===== config.mk =====
export PLATFORM = sky130hd
export DESIGN_NAME = fifo_stream_reader
export DESIGN_NICKNAME = d
export VERILOG_FILES = /design/src/rtl/fifo_stream_reader.sv
export SDC_FILE = /design/constraint.sdc
export NUM_CORES = 1
export LEC_CHECK = 0
export ABC_AREA = 1
export BUFFER_PORTS_ARGS = -buffer_cell sky130_fd_sc_hd__buf_2
export CAP_MARGIN = 20
export CORE_MARGIN = 8
export CORE_UTILIZATION = 55
export CTS_CLUSTER_DIAMETER = 80
export DETAILED_ROUTE_END_ITERATION = 12
export GPL_TIMING_DRIVEN = 0
export PLACE_DENSITY = 0.8
export SETUP_SLACK_MARGIN = 0.05
export SLEW_MARGIN = 20
export SYNTH_ARGS = -nofsm -noshare
export SYNTH_HDL_FRONTEND = slang
export SYNTH_SLANG_ARGS = --single-unit

===== constraint.sdc =====
create_clock -name clk -period 6.5 [get_ports clk]
set_input_delay 0.975 -clock clk [delete_from_list [all_inputs] [get_ports clk]]
set_output_delay 0.975 -clock clk [all_outputs]
set_load 0.01 [all_outputs]

===== src/rtl/fifo_stream_reader.sv =====
// Read-side master: pops fifo_dut words into a 2-entry skid and streams them out.
// Optional FIFO_STREAM_READER_STATS_EN adds stat_words / stat_stalls counters.
module fifo_stream_reader #(
  parameter int WIDTH     = 8,
  parameter int BURST_LEN = 4
) (
  input  logic             clk,
  input  logic             rst,
  input  logic             enable,
  output logic             fifo_rd_en,
  input  logic [WIDTH-1:0] fifo_rdata,
  input  logic             fifo_empty,
  output logic             m_valid,
  output logic [WIDTH-1:0] m_data,
  output logic             m_last,
  input  logic             m_ready,
  output logic             idle
`ifdef FIFO_STREAM_READER_STATS_EN
  ,
  output logic [31:0]      stat_words,
  output logic [31:0]      stat_stalls
`endif
);

  localparam int CW = (BURST_LEN > 1) ? $clog2(BURST_LEN) : 1;
  localparam logic [CW-1:0] LAST_BEAT = CW'(BURST_LEN - 1);

  typedef enum logic [1:0] {
    S_IDLE,
    S_RUN,
    S_DRAIN
  } state_t;

  state_t           state_q, state_d;
  logic [1:0]       occ_q, occ_d;
  logic             inflight_q, inflight_d;
  logic [WIDTH-1:0] buf0_q, buf0_d;
  logic [WIDTH-1:0] buf1_q, buf1_d;
  logic [CW-1:0]    beat_q, beat_d;
  logic             pop;
  logic [2:0]       level;

  assign m_valid = (occ_q != 2'd0);
  assign m_data  = buf0_q;
  assign m_last  = m_valid && (beat_q == LAST_BEAT);
  assign idle    = (state_q == S_IDLE);
  assign pop     = m_valid && m_ready;

  // Slots committed after this cycle: buffered plus in flight, minus the pop.
  assign level = 3'(occ_q) + 3'(inflight_q) - 3'(pop);

  assign fifo_rd_en = (state_q == S_RUN) && !fifo_empty && (level < 3'd2);

  always_comb begin
    state_d = state_q;
    case (state_q)
      S_IDLE:  if (enable) state_d = S_RUN;
      S_RUN:   if (!enable) state_d = S_DRAIN;
      S_DRAIN: if (!inflight_q && occ_q == 2'd0) state_d = S_IDLE;
      default: state_d = S_IDLE;
    endcase
  end

  always_comb begin
    occ_d      = occ_q;
    buf0_d     = buf0_q;
    buf1_d     = buf1_q;
    inflight_d = fifo_rd_en;
    beat_d     = beat_q;
    case ({inflight_q, pop})
      2'b10: begin
        if (occ_q == 2'd0) buf0_d = fifo_rdata;
        else               buf1_d = fifo_rdata;
        occ_d = occ_q + 2'd1;
      end
      2'b01: begin
        buf0_d = buf1_q;
        occ_d  = occ_q - 2'd1;
      end
      2'b11: begin
        if (occ_q == 2'd1) begin
          buf0_d = fifo_rdata;
        end else begin
          buf0_d = buf1_q;
          buf1_d = fifo_rdata;
        end
      end
      default: ;
    endcase
    if (pop) begin
      if (beat_q == LAST_BEAT) beat_d = '0;
      else                     beat_d = beat_q + CW'(1);
    end
  end

  always_ff @(posedge clk) begin
    if (rst) begin
      state_q    <= S_IDLE;
      occ_q      <= 2'd0;
      inflight_q <= 1'b0;
      buf0_q     <= '0;
      buf1_q     <= '0;
      beat_q     <= '0;
    end else begin
      state_q    <= state_d;
      occ_q      <= occ_d;
      inflight_q <= inflight_d;
      buf0_q     <= buf0_d;
      buf1_q     <= buf1_d;
      beat_q     <= beat_d;
    end
  end

`ifdef FIFO_STREAM_READER_STATS_EN
  logic [31:0] words_q, words_d;
  logic [31:0] stalls_q, stalls_d;

  always_comb begin
    words_d  = words_q;
    stalls_d = stalls_q;
    if (pop)                 words_d  = words_q + 32'd1;
    if (m_valid && !m_ready) stalls_d = stalls_q + 32'd1;
  end

  always_ff @(posedge clk) begin
    if (rst) begin
      words_q  <= 32'd0;
      stalls_q <= 32'd0;
    end else begin
      words_q  <= words_d;
      stalls_q <= stalls_d;
    end
  end

  assign stat_words  = words_q;
  assign stat_stalls = stalls_q;
`endif

endmodule


# == Word-level counts from Yosys, hierarchy flattened ==
# Index checks and enable logic that the tools add are counted.
# word_totals
input_bits,13
out_inout_bits,12
wordCells,53
ramBits,0
latch_bits,0
romBits,0
reg_bits,23
mem_count,0
# classes
n_shift,0
order_cmp,1
div_mod_pow,0
add_sub_neg,5
n_reduce_logical,16
n_bitwise,0
mul,0
n_eq_ne,13
muxes,12
# ops
op,n
$mux 8,4
$pmux 8 s3,1
$pmux 8 s2,1
$ne 2x2->1 const B,6
$eq 2x2->1 const B,4
$mux 2,4
$eq 2x1->1 const B,3
$pmux 2 s3,1
$reduce_and 3->1,2
$reduce_bool 2->1,3
$logic_and 1x1->1,5
$add 2x1->2 const B,2
$logic_not 2->1,2
$pmux 2 s2,1
$add 2x1->3,1
$lt 3x2->1 const B,1
$reduce_bool 3->1,1
$sub 3x1->3,1
$logic_not 1->1,2
$reduce_and 2->1,1
$sub 2x1->2 const B,1

# == Depth between registers and ports, before layout ==
# Gate-level depths: netlist of run 1.
# depth
word_depth,5
ltp_mapped,12
mapped_depth_nobuf,10

# == Least setup slack after synthesis of run 1 ==
# Ideal clock, no wire load.
# synth_path
kind,in2out
from,input m_ready
to,output fifo_rd_en
path_stages,8
arrival_time_ns,2.381
n_path_buf,0
slack_ns,3.144
required_time_ns,5.525
path_cell_list,inv_1 -> nor2_1 -> ha_1 -> nor2_1 -> inv_1 -> fa_1 -> nand3b_1 -> nor2_1
# synth_between
elab_chain_len,4
# synth_rtl
item,line,text
from (decl),16,"input logic m_ready,"
$logic_and 1x1->1,47,assign pop = m_valid && m_ready;
named net pop,40,logic pop;
$sub 3x1->3,50,assign level = 3'(occ_q) + 3'(inflight_q) - 3'(pop);
$lt 3x2->1,52,assign fifo_rd_en = (state_q == S_RUN) && !fifo_empty && (level < 3'd2);
$logic_and 1x1->1,52,
to (decl),10,"output logic fifo_rd_en,"
# The timed path passes the listed nets, and every way through them passes these cells.

# == Final worst setup path of run 1 ==
# layout_path
from,register occ_q[1]
to,output fifo_rd_en
# layout_between
elab_chain_len,5
word_cells_on_any_way,6
cone_classes,add/sub (2); order compare (1); reduce/logical (3)
# layout_rtl
item,line,text
from (decl),35,"logic [1:0] occ_q, occ_d;"
from (signal assigned),99,occ_q <= 2'd0;
from (signal assigned),106,occ_q <= occ_d;
$reduce_bool 2->1,43,assign m_valid = (occ_q != 2'd0);
$logic_and 1x1->1,47,
named net pop,40,
$sub 3x1->3,50,
$lt 3x2->1,52,
$logic_and 1x1->1,52,
# The timed path passes the listed nets, and every way through them passes these cells.

==> results_dict.tcl, run 1 <==
set metrics [dict create \
    p_leak_nw 0.799 \
    layout_commonest_cell "nand2_1" \
    cts.repair.resized 0 \
    nets 225 \
    via_per_inst 4.93 \
    cts_sinks 23 \
    max_freq_mhz 272 \
    grtUsageMet3_pct 3.71 \
    peakVddDrop_v 0.000228 \
    initial_core_util_pct 57.4 \
    synth_nets 196 \
    synth.avg_cell_area_um2 7.07 \
    max-cap-violations 0 \
    die_w_um 63.6 \
    cp_max_fo 5 \
    grt_usage_pct 13.4 \
    grt.busiest_layer "met2" \
    critical_path_class "flop to output port" \
    synth_mux_area_share_pct 0 \
    ys_seq_elements 23 \
    grt_pass1_vias 1106 \
    tns_ns 0 \
    cts_buffers 3 \
    cellPowerDensity_nw_per_um2 402 \
    min_period_over_period_pct 56.6 \
    slew_violations 0 \
    ys_warn_count 0 \
    cts_setup_buffers 0 \
    mostFrequentLayoutCells "nand2_1 (40), inv_1 (29), buf_2 (26), dfxtp_1 (23), nand3b_1 (17)" \
    synthAdderAreaFrac_pct 7.64 \
    grt_antenna_before_repair 0 \
    grt_util_met2_pct 22.7 \
    syn_inst 176 \
    overflow 0 \
    seq_area_frac_synth_pct 37.0 \
    grt_setup_unrepaired "no" \
    fp.dieH_um 63.6 \
    wire_per_inst_um 11.7 \
    wl_mm 2.71 \
    seq_area_um2 460 \
    end_kind "output port" \
    setup_violations 0 \
    worstPathArrival_ns 2.71 \
    worstSkewPairLatency_ns 0.31 \
    hold_viol 0 \
    rows 17 \
    startpoint_type "flop" \
    root_buffer "clkbuf_4" \
    drive_gt1_share_pct 16.7 \
    drt_iter0_markers 50 \
    antenna_cells 0 \
    drc 0 \
    synth_xor_area_share_pct 1.41 \
    worst_slew_pin_slew_ns 0.343 \
    hp-class "flop to flop" \
    required_ns 5.52 \
    fp.coreArea_um2 2170 \
    multi_input_area_um2 647 \
    period_needed_ns 3.68 \
    cts_tree "done" \
    synthesis.area_um2 1240 \
    ios 25 \
    fill_cells 211 \
    hpwl_mm 2.10 \
    htree_num_levels 1 \
    final_util_pct 65.7 \
    cts_hold_buf 0 \
    relSlewSlack_pct 77.0 \
    finalInstanceArea_um2 1430 \
    num_vias 1144 \
    die_area_um2 4040 \
    met1_usage_pct 16.0 \
    area_delta_synth_final_pct 14.6 \
    antenna_left 0 \
    synth_top_family_by_area "simple AND/OR/NAND/NOR gates" \
    ctsLongestPathBuffers 2 \
    synth_cell_types 18 \
    grt_first_pass_wirelength_mm 4.55 \
    synth-compound-area-share_pct 7.04 \
    port_buffers 24 \
    clock-skew-final_ns 0.00416 \
    grt_max_degree 13 \
    placed_area_um2 1400 \
    status "finished clean" \
    gp_congestion 0.844 \
    drt-pass1-iter-count 4 \
    synth_simple_gate_area_share_pct 35.9 \
    cts.clk_slew.worst_paths_ns 0.12 \
]
-- worst max-delay path: stages, from the launching register on --
cell	delay [ns]
dfxtp_1	0.41
inv_1	0.10
ha_1	0.26
nor2_1	0.32
ha_1	0.34
nor2_1	0.11
inv_1	0.07
fa_1	0.48
nand3b_1	0.10
nor2_1	0.09
buf_2	0.13
-- sequential cells by signal (all words and copies together), names as in the netlist --
| signal | cells |
|---|---|
| buf1_q | 8 |
| state_q | 2 |
| occ_q | 2 |
| beat_q | 2 |
| inflight_q | 1 |
| m_data | 8 |
-- per-stage QoR --
stage / hold slack, ns / total power [W] / setup WS, ns / instances
final: 0.492 / 0.000574 / 2.82 / 232
after CTS: 0.495 / 0.000580 / 2.83 / 232
after detailed placement: 0.475 / 0.000512 / 2.88 / 228
after floorplan: 0.444 / 0.000430 / 3.14 / 176
after global placement: 0.462 / 0.000496 / 2.91 / 228
after global routing: 0.521 / 0.000626 / 2.66 / 232
-- logic make-up (layout without fill, tap and decap cells) --
kind of cell    count (synthesis)  in the layout
buf+inv                        34             62
flops                          23             23
xor+xnor                        2              2
simple gates                   94             94
compound gates                 16             16
fa+ha+maj                       7              7
-- report_power, final --
group / internal, W / switching [W] / total [W]
Clock: 0.0000240 / 0.0000427 / 0.0000667
Combinational: 0.000122 / 0.000175 / 0.000297
Sequential: 0.000186 / 0.0000233 / 0.000209
Total: 0.000332 / 0.000242 / 0.000574
-- area by class of cell --
cell class                 count  share of cell area, %
tap                           28                   2.46
inverter                      30                   7.89
clock buffer                   4                   1.84
sequential                    23                   32.3
timing repair buffer          24                   8.42
buffer                         4                   1.75
multi-input combinational    119                   45.4
-- routing by layer --
metal / share of wire (%) / routed length [um]
met5: 0 / 0
met4: 1.3 / 36
met3: 4.4 / 119
met2: 47 / 1270
met1: 47 / 1280
-- final timing paths --
check	startpoint	end	slack, ns	depth (start not counted)
setup reg to reg	occ_q[1]	inflight_q	4.12	9
setup / recovery	occ_q[1]	fifo_rd_en	2.82	10
hold / removal	state_q[1]	state_q[0]	0.49	1
hold reg to reg	state_q[1]	state_q[0]	0.49	1
-- synth_stat cells --
| master | count | area [um^2] |
|---|---|---|
| xor2_1 | 2 | 17.5 |
| buf_4 | 2 | 15.0 |
| dfxtp_1 | 23 | 460 |
| ha_1 | 6 | 75.1 |
| nand2_2 | 3 | 18.8 |
| inv_1 | 29 | 109 |
| o211a_1 | 1 | 10.0 |
| nand3b_1 | 17 | 128 |
| fa_1 | 1 | 20.0 |
| a21oi_1 | 11 | 55.1 |
| o211ai_1 | 1 | 7.51 |
| buf_2 | 2 | 10.0 |
| o21ai_0 | 3 | 15.0 |
| nor2_1 | 16 | 60.1 |
| nand2_1 | 40 | 150 |
| nand3_1 | 16 | 80.1 |
| nor3_1 | 2 | 10.0 |
| clkinv_1 | 1 | 3.75 |
Note: power is estimated with default switching activity, not from simulation.
==> run 2, diff against run 1 <==
--- a/config.mk
+++ b/config.mk
@@ -9,11 +9,11 @@
 export BUFFER_PORTS_ARGS = -buffer_cell sky130_fd_sc_hd__buf_2
 export CAP_MARGIN = 20
 export CORE_MARGIN = 8
-export CORE_UTILIZATION = 55
+export CORE_UTILIZATION = 53
 export CTS_CLUSTER_DIAMETER = 80
 export DETAILED_ROUTE_END_ITERATION = 12
 export GPL_TIMING_DRIVEN = 0
-export PLACE_DENSITY = 0.8
+export PLACE_DENSITY = 0.77
 export SETUP_SLACK_MARGIN = 0.05
 export SLEW_MARGIN = 20
 export SYNTH_ARGS = -nofsm -noshare
==> constraint.sdc (replaced) <==
create_clock -name clk -period 3.45 [get_ports clk]
set_input_delay 0.5175 -clock clk [delete_from_list [all_inputs] [get_ports clk]]
set_output_delay 0.5175 -clock clk [all_outputs]
set_load 0.01 [all_outputs]
==> run 2 against run 1 <==
Critical endpoint unchanged. Highest routed layer unchanged. Critical path depth did not move. Final cell count unchanged. Flip-flop and latch count unchanged. Sequential share of layout area shrank 0.085 points. Largest power group unchanged. Largest cell class unchanged.
==> results_dict.tcl, run 2 (same netlist as run 1, synthesis figures left out) <==
set metrics [dict create \
    hold_viol 0 \
    peakVddDrop_v 0.000408 \
    cts_buffers 3 \
    rows 17 \
    num_vias 1137 \
    area_delta_synth_final_pct 14.9 \
    cts.clk_slew.worst_paths_ns 0.13 \
    relSlewSlack_pct 81.0 \
    drt_iter0_markers 46 \
    tns_ns 0 \
    hp-class "input pin to flop" \
    grt_util_met2_pct 21.7 \
    grtUsageMet3_pct 2.92 \
    min_period_over_period_pct 91.2 \
    root_buffer "clkbuf_4" \
    required_ns 2.93 \
    cts_sinks 23 \
    cts_hold_buf 0 \
    nets 225 \
    grt_usage_pct 13.4 \
    die_area_um2 4160 \
    overflow 0 \
    cp_max_fo 5 \
    layout_commonest_cell "nand2_1" \
    slew_violations 0 \
    p_leak_nw 0.801 \
    grt_first_pass_wirelength_mm 4.62 \
    antenna_left 0 \
    max-cap-violations 0 \
    drive_gt1_share_pct 17.6 \
    ctsLongestPathBuffers 2 \
    mostFrequentLayoutCells "nand2_1 (40), inv_1 (29), buf_2 (26), dfxtp_1 (23), nand3b_1 (17)" \
    max_freq_mhz 318 \
    final_util_pct 64.6 \
    die_w_um 64.5 \
    clock-skew-final_ns 0.00570 \
    hpwl_mm 2.11 \
    startpoint_type "flop" \
    wl_mm 2.72 \
    setup_violations 0 \
    cellPowerDensity_nw_per_um2 763 \
    fin_hold_ws_ns 0.411 \
    grt_antenna_before_repair 0 \
    worst_slew_pin_slew_ns 0.283 \
    via_per_inst 4.90 \
    wire_per_inst_um 11.7 \
    worstSkewPairLatency_ns 0.31 \
    drc 0 \
    fp.coreArea_um2 2210 \
    status "finished clean" \
    drt-pass1-iter-count 4 \
    grt_setup_unrepaired "no" \
    grt_max_degree 14 \
    grt.busiest_layer "met2" \
    end_kind "output port" \
    cts_tree "done" \
    port_buffers 24 \
    grt_pass1_vias 1114 \
    period_needed_ns 3.15 \
    antenna_cells 0 \
    cts_setup_buffers 0 \
    ios 25 \
    initial_core_util_pct 56.3 \
    fp.dieH_um 64.5 \
    critical_path_class "flop to output port" \
    gp_congestion 0.833 \
    met1_usage_pct 16.2 \
    worstPathArrival_ns 2.63 \
    htree_num_levels 1 \
]
-- run 2: layout make-up --
cell class              instances  area (um^2)
flip-flops and latches         23          460
clock inverters                 1         5.00
fillers                       208          782
multi-input cells             119          649
plain buffers                   4         25.0
well taps                      28         35.0
clock buffers                   3         22.5
repair buffers                 24          120
inverters                      30          113
-- run 2: through the flow --
step | power [W] | instance area [um^2] | worst slack, ns | instances
2_1_floorplan | 0.000810 | 1240 | 0.833 | 176
3_5_place_dp | 0.000968 | 1400 | 0.589 | 228
6_report | 0.00109 | 1430 | 0.302 | 232
5_1_grt | 0.00120 | 1430 | 0.0938 | 232
4_1_cts | 0.00110 | 1430 | 0.223 | 232
3_3_place_gp | 0.000935 | 1400 | 0.643 | 228
-- run 2: final timing paths --
| path | start | to | slack (ns) | cells past startpoint |
|---|---|---|---|---|
| worst min-delay path | rst | state_q[1] | 0.41 | 2 |
| worst max-delay path | occ_q[1] | fifo_rd_en | 0.30 | 10 |
| worst max register to register | occ_q[1] | inflight_q | 1.13 | 9 |
| worst min register to register | state_q[1] | state_q[0] | 0.49 | 1 |
-- run 2: critical path, cell delays in order, from the launching register on --
cell	delay [ns]
dfxtp_1	0.41
inv_1	0.10
ha_1	0.27
nor2_2	0.24
ha_1	0.31
nor2_1	0.11
inv_1	0.07
fa_1	0.48
nand3b_1	0.10
nor2_1	0.09
buf_2	0.13
-- run 2: per-layer routing --
| metal | wire [um] | share of wire (%) |
|---|---|---|
| met5 | 0 | 0 |
| met4 | 45 | 1.7 |
| met3 | 124 | 4.6 |
| met2 | 1200 | 44 |
| met1 | 1350 | 50 |
-- run 2: where the power goes --
| group | switching (W) | leakage, nW | internal, W |
|---|---|---|---|
| sequential | 0.0000446 | 0.187 | 0.000351 |
| clock | 0.0000838 | 0.0177 | 0.0000434 |
| combinational | 0.000336 | 0.596 | 0.000234 |
-- run 2: repair_timing --
action / 4_1_cts / 5_1_grt
endpoints found under the setup margin: 0 / 1
gates resized for setup: 0 / 1
hold endpoints to repair: 0 / 0
